### src/rtl/eth_frame_log_arbiter.sv
// Round-robin arbiter that merges per-source {control, frame-data} log records into one atomic output stream.
// Optional counters (srst, record_count, stall_cycles) are built when ETH_FRAME_LOG_ARBITER_STATS_EN is defined.
module eth_frame_log_arbiter #(
   parameter int C_NUM_SOURCES      = 2,
   parameter int C_NUM_SCRIPTS_CEIL = 8,
   parameter int C_AXIS_LOG_WIDTH   = 64
) (
   input  logic                                              clk,
   input  logic                                              rst,
   input  logic                                              enable,
   input  logic [C_NUM_SOURCES*(C_NUM_SCRIPTS_CEIL+80)-1:0]  s_axis_ctl_tdata,
   input  logic [C_NUM_SOURCES-1:0]                          s_axis_ctl_tvalid,
   output logic [C_NUM_SOURCES-1:0]                          s_axis_ctl_tready,
   input  logic [C_NUM_SOURCES*C_AXIS_LOG_WIDTH-1:0]         s_axis_frame_tdata,
   input  logic [C_NUM_SOURCES-1:0]                          s_axis_frame_tvalid,
   output logic [C_NUM_SOURCES-1:0]                          s_axis_frame_tready,
   output logic [C_NUM_SCRIPTS_CEIL+83:0]                    m_axis_ctl_tdata,
   output logic                                              m_axis_ctl_tvalid,
   input  logic                                              m_axis_ctl_tready,
   output logic [C_AXIS_LOG_WIDTH-1:0]                       m_axis_frame_tdata,
   output logic                                              m_axis_frame_tlast,
   output logic                                              m_axis_frame_tvalid,
   input  logic                                              m_axis_frame_tready
`ifdef ETH_FRAME_LOG_ARBITER_STATS_EN
   ,
   input  logic                                              srst,
   output logic [63:0]                                       record_count,
   output logic [63:0]                                       stall_cycles
`endif
);

   localparam int CW  = C_NUM_SCRIPTS_CEIL + 80;
   localparam int BPW = C_AXIS_LOG_WIDTH / 8;
   localparam int GW  = $clog2(C_NUM_SOURCES);

   typedef enum logic [1:0] {ST_IDLE, ST_CTL, ST_FRAME} state_t;

   state_t        state;
   logic [GW-1:0] grant;
   logic [GW-1:0] last_grant;
   logic [16:0]   remaining;

   logic [GW-1:0] pick;
   logic [GW-1:0] idx;
   logic          pick_valid;
   logic [CW-1:0] pick_word;
   logic [16:0]   pick_words;
   logic          frame_hs;

   // Search starts just after the previous winner so every source gets a turn.
   always_comb begin
      pick       = '0;
      idx        = '0;
      pick_valid = 1'b0;
      for (int k = 1; k <= C_NUM_SOURCES; k++) begin
         idx = GW'((int'(last_grant) + k) % C_NUM_SOURCES);
         if (!pick_valid && s_axis_ctl_tvalid[idx]) begin
            pick_valid = 1'b1;
            pick       = idx;
         end
      end
   end

   // 17-bit word count so a SIZE of 0xFFFF rounds up without wrapping.
   assign pick_word  = s_axis_ctl_tdata[int'(pick)*CW +: CW];
   assign pick_words = (17'(pick_word[79:64]) + 17'(BPW - 1)) / 17'(BPW);

   always_comb begin
      s_axis_ctl_tready   = '0;
      s_axis_frame_tready = '0;
      m_axis_frame_tvalid = 1'b0;
      m_axis_frame_tdata  = '0;
      if (state == ST_CTL)
         s_axis_ctl_tready[grant] = m_axis_ctl_tready;
      if (state == ST_FRAME) begin
         m_axis_frame_tvalid        = s_axis_frame_tvalid[grant];
         m_axis_frame_tdata         = s_axis_frame_tdata[int'(grant)*C_AXIS_LOG_WIDTH +: C_AXIS_LOG_WIDTH];
         s_axis_frame_tready[grant] = m_axis_frame_tready;
      end
   end

   assign m_axis_frame_tlast = (state == ST_FRAME) && (remaining == 17'd1);
   assign frame_hs           = m_axis_frame_tvalid && m_axis_frame_tready;

   always_ff @(posedge clk or posedge rst) begin
      if (rst) begin
         state             <= ST_IDLE;
         grant             <= '0;
         last_grant        <= GW'(C_NUM_SOURCES - 1);
         remaining         <= '0;
         m_axis_ctl_tvalid <= 1'b0;
         m_axis_ctl_tdata  <= '0;
      end else begin
         case (state)
            ST_IDLE: begin
               if (enable && pick_valid) begin
                  grant             <= pick;
                  last_grant        <= pick;
                  remaining         <= pick_words;
                  m_axis_ctl_tdata  <= {4'(pick), pick_word};
                  m_axis_ctl_tvalid <= 1'b1;
                  state             <= ST_CTL;
               end
            end
            ST_CTL: begin
               if (m_axis_ctl_tready) begin
                  m_axis_ctl_tvalid <= 1'b0;
                  state             <= (remaining == 17'd0) ? ST_IDLE : ST_FRAME;
               end
            end
            ST_FRAME: begin
               if (frame_hs) begin
                  remaining <= remaining - 17'd1;
                  if (remaining == 17'd1)
                     state <= ST_IDLE;
               end
            end
            default: state <= ST_IDLE;
         endcase
      end
   end

`ifdef ETH_FRAME_LOG_ARBITER_STATS_EN
   logic record_done;
   logic stall_now;

   assign record_done = ((state == ST_CTL) && m_axis_ctl_tready && (remaining == 17'd0)) ||
                        (frame_hs && (remaining == 17'd1));
   assign stall_now   = (state == ST_FRAME) && !s_axis_frame_tvalid[grant];

   always_ff @(posedge clk or posedge rst) begin
      if (rst) begin
         record_count <= '0;
         stall_cycles <= '0;
      end else if (srst) begin
         record_count <= '0;
         stall_cycles <= '0;
      end else begin
         if (record_done)
            record_count <= record_count + 64'd1;
         if (stall_now)
            stall_cycles <= stall_cycles + 64'd1;
      end
   end
`endif

endmodule

### config.mk
export PLATFORM = sky130hd
export DESIGN_NAME = eth_frame_log_arbiter
export DESIGN_NICKNAME = d
export VERILOG_FILES = /design/src/rtl/eth_frame_log_arbiter.sv
export SDC_FILE = /design/constraint.sdc
export NUM_CORES = 1
export LEC_CHECK = 0
export ABC_AREA = 0
export ABC_CLOCK_PERIOD_IN_PS = 8850
export CELL_PAD_IN_SITES_DETAIL_PLACEMENT = 0
export CELL_PAD_IN_SITES_GLOBAL_PLACEMENT = 1
export CORE_AREA = 2 2 183 185
export DETAILED_ROUTE_END_ITERATION = 8
export DIE_AREA = 0 0 185 187
export MAX_ROUTING_LAYER = met4
export PLACE_DENSITY = 0.73
export SETUP_SLACK_MARGIN = 0.5
export SLEW_MARGIN = 20
export SYNTH_ARGS = -nofsm -noshare
export SYNTH_HDL_FRONTEND = slang
export SYNTH_SLANG_ARGS = --single-unit
### constraint.sdc
create_clock -name clk -period 8.85 [get_ports clk]
set_input_delay 1.77 -clock clk [delete_from_list [all_inputs] [get_ports clk]]
set_output_delay 1.77 -clock clk [all_outputs]
set_load 0.01 [all_outputs]
==> impl_metrics.py <==
metrics = {
    "timing": {
        "fin_skew_ps": 13.1,
        "worst_pin_slew_ps": 1040,
        "hold_ws_ps": 481,
        "finalSetupViolCount": 0,
        "post-route-min-period_ps": 5150,
        "max-slew-margin-rel_pct": 30.5,
        "final_max_slew_viol_count": 0,
        "post-route-period-util_pct": 58.2,
        "rsz0062_at_grt": "no",
        "fin_setup_tns_ps": 0,
        "hold_viol_final": 0,
        "fmax_mhz": 194,
    },
    "yosys": {
        "synth_flop_cell": "dfrtp_1",
        "ys_types": 49,
        "synth_seq_cells": 110,
        "syn_inst": 737,
        "ys.warnings.count": 0,
        "synth_area_um2": 6610,
        "async_reset_ff_share_pct": 100,
        "postSynthAreaPerCell_um2": 8.96,
        "synth-edff-count": 0,
        "yosysSeqAreaShare_pct": 41.7,
    },
    "route": {
        "viasPerCell": 4.27,
        "drt_iter0_drc": 246,
        "avgRoutedWirePerCell_um": 18.2,
        "postRouteAntennaNets": 0,
        "drcViolationCount": 0,
        "wirelength_mm": 29.8,
        "num_vias": 6978,
        "drtPass1Iterations": 4,
    },
    "power_and_ir_drop": {
        "p_leak_nw": 4.91,
        "cellPowerDensity_nw_per_um2": 246,
        "vdd_drop_max_mv": 0.119,
        "p_total_w": 0.00297,
    },
    "setup_path": {
        "critPathArrivalTime_ps": 3380,
        "start_kind": "input port",
        "worstReg2RegEnd": "remaining[5]",
        "crit_fanout": 1,
        "startpoint": "s_axis_frame_tdata[98]",
        "slowest_delay_ps": 560,
        "cp_slowest_cell": "clkdlybuf4s50_1",
        "timing.rr.start": "last_grant",
        "cp_common_cell": "clkdlybuf4s50_1",
        "worstSetupPathType": "input port to primary output",
        "ff2ff_setup_slack_ps": 5530,
        "critPathRequiredTime_ps": 7080,
        "crit_path_end": "m_axis_frame_tdata[34]",
        "end_kind": "primary output",
        "rr_worst_depth": 5,
        "path_cells": "clkdlybuf4s50_1 -> mux2i_1 -> nor2_1 -> clkdlybuf4s50_1",
    },
    "place": {
        "post_dp_cell_area_um2": 11700,
        "dp_hpwl_mm": 24.6,
        "port_buffers": 472,
        "gp_congestion": 0.801,
    },
    "global_route": {
        "grt-busiest-layer": "met2",
        "grt_first_pass_wirelength_mm": 43.4,
        "grt_pass1_vias": 7033,
        "gr-usage-met2_pct": 29.6,
        "grt_start_max_net_pins": 113,
        "grtUsageMet1_pct": 19.7,
        "grt-ovfl-total": 0,
        "grt_antenna_before_repair": 6,
        "met3_usage_pct": 5.06,
        "gr-usage-all-layers_pct": 17.4,
    },
    "cts": {
        "numClockSinks": 110,
        "clk_path_buf_depth": 2,
        "ctsHoldBuffers": 0,
        "cts_setup_buffers": 0,
        "cts_root_buf": "clkbuf_16",
        "path_clk_slew_ps": 80,
        "htreeDepth": 3,
        "cts-resized-gates": 0,
        "clock_latency_ps": 370,
        "cts_buffers": 9,
        "cts_tree": "yes",
    },
    "final_layout": {
        "drive_above_1_share_pct": 3.14,
        "post-route-util_pct": 36.7,
        "fin_nets": 1490,
        "postLayoutCellArea_um2": 12100,
        "synthToLayoutAreaGrowth_pct": 82.5,
    },
    "floorplanning": {
        "die_area_um2": 34600,
        "start_util_pct": 20.1,
        "die_h_um": 187,
        "row_count": 67,
        "pin_count": 476,
        "die_x_um": 185,
        "core_um2": 32900,
    },
    "flow_run": {
        "drv_cap": 0,
    },
    "outcome": {
        "status": "finished, final reports clean",
    },
    "hold_path": {
        "whs_path_depth": 2,
        "min_path_type": "flop to flop",
    },
}
critical path: cells and delay by family:
family | cells | cell delay (ps)
mux | 1 | 460
buf+inv | 2 | 950
simple gates | 1 | 190
cell usage after synthesis (all sizes together) (5+ instances only):
library cell	count	area (um2)
buf	24	120
and3	5	31.3
mux2i	155	1550
nor2	89	334
nor4	5	31.3
dfrtp	109	2730
nand2	103	387
or3	5	31.3
nor3	10	50.1
o31ai	5	37.5
nand3	10	50.1
clkbuf	34	128
a21oi	9	45.0
o21ai	105	526
a31oi	5	31.3
inv	6	22.5
or4	7	52.6
cell type report:
class,count,area [um2]
fillers,3381,20800
inverters,6,25.0
flip-flops and latches,110,2760
clock inverters,7,63.8
diodes,6,15.0
repair buffers,482,4810
clock buffers,9,225
multi-input cells,565,3600
well taps,448,561
worst min path at each step:
stage / from / end / slack [ps]
2_1_floorplan: last_grant / last_grant / 460
3_3_place_gp: m_axis_ctl_tdata[15] / m_axis_ctl_tdata[15] / 460
3_5_place_dp: m_axis_ctl_tdata[47] / m_axis_ctl_tdata[47] / 470
4_1_cts: m_axis_ctl_tdata[83] / m_axis_ctl_tdata[83] / 490
5_1_grt: m_axis_ctl_tdata[7] / m_axis_ctl_tdata[7] / 510
6_report: m_axis_ctl_tdata[78] / m_axis_ctl_tdata[78] / 480
flip-flops by register name, indices dropped and copies added (netlist names):
register / flops
m_axis_ctl_tvalid: 1
m_axis_ctl_tdata: 88
last_grant: 1
remaining: 17
grant: 1
state: 2
layout by cell type (no fill, tap or decap), types with 3 or more instances in the layout:
cell | synthesis | final
a21oi_1 | 9 | 9
mux2i_1 | 155 | 155
nor3_1 | 10 | 10
and3_1 | 5 | 5
nor4_1 | 5 | 5
nor2_1 | 89 | 89
ha_1 | 3 | 3
or4_1 | 7 | 7
clkbuf_16 | 0 | 9
dfrtp_1 | 109 | 108
o21ai_0 | 105 | 105
o31ai_1 | 5 | 5
conb_1 | 1 | 3
o211ai_1 | 4 | 4
clkdlybuf4s50_1 | 0 | 472
o21a_1 | 3 | 3
xnor2_1 | 4 | 4
inv_1 | 6 | 5
nand3_1 | 10 | 10
a31oi_1 | 5 | 5
buf_4 | 4 | 9
nand2_1 | 103 | 103
diode_2 | 0 | 6
or3_1 | 5 | 4
logic make-up (layout without fill, tap and decap cells):
family | Yosys count | after routing | synth area share (%)
buf+inv | 64 | 504 | 4.09
fa+ha+maj | 3 | 3 | 0.568
compound gates | 150 | 150 | 13.1
mux | 157 | 157 | 23.8
other cells | 1 | 9 | 0.0568
flops | 110 | 110 | 41.7
simple gates | 246 | 246 | 15.9
xor+xnor | 6 | 6 | 0.796
power by group:
group,internal [W],switching (W),total (W)
sequential,0.000734,0.000187,0.000921
clock,0.000198,0.000218,0.000416
combinational,0.000872,0.000758,0.00163
per-layer routing:
metal / vias up / wire [um]
met5: - / 0
met3: 13 / 2760
met1: 3171 / 11900
li1: 3478 / -
met2: 316 / 14800
met4: 0 / 330
through the flow:
step / cells / setup WS (ps)
floorplan: 739 / 4180
detailed placement: 1610 / 3580
global route: 1632 / 3650
global placement: 1610 / 3620
finish: 1633 / 3700
CTS: 1626 / 3630
Note: power is estimated with default switching activity, not from simulation.
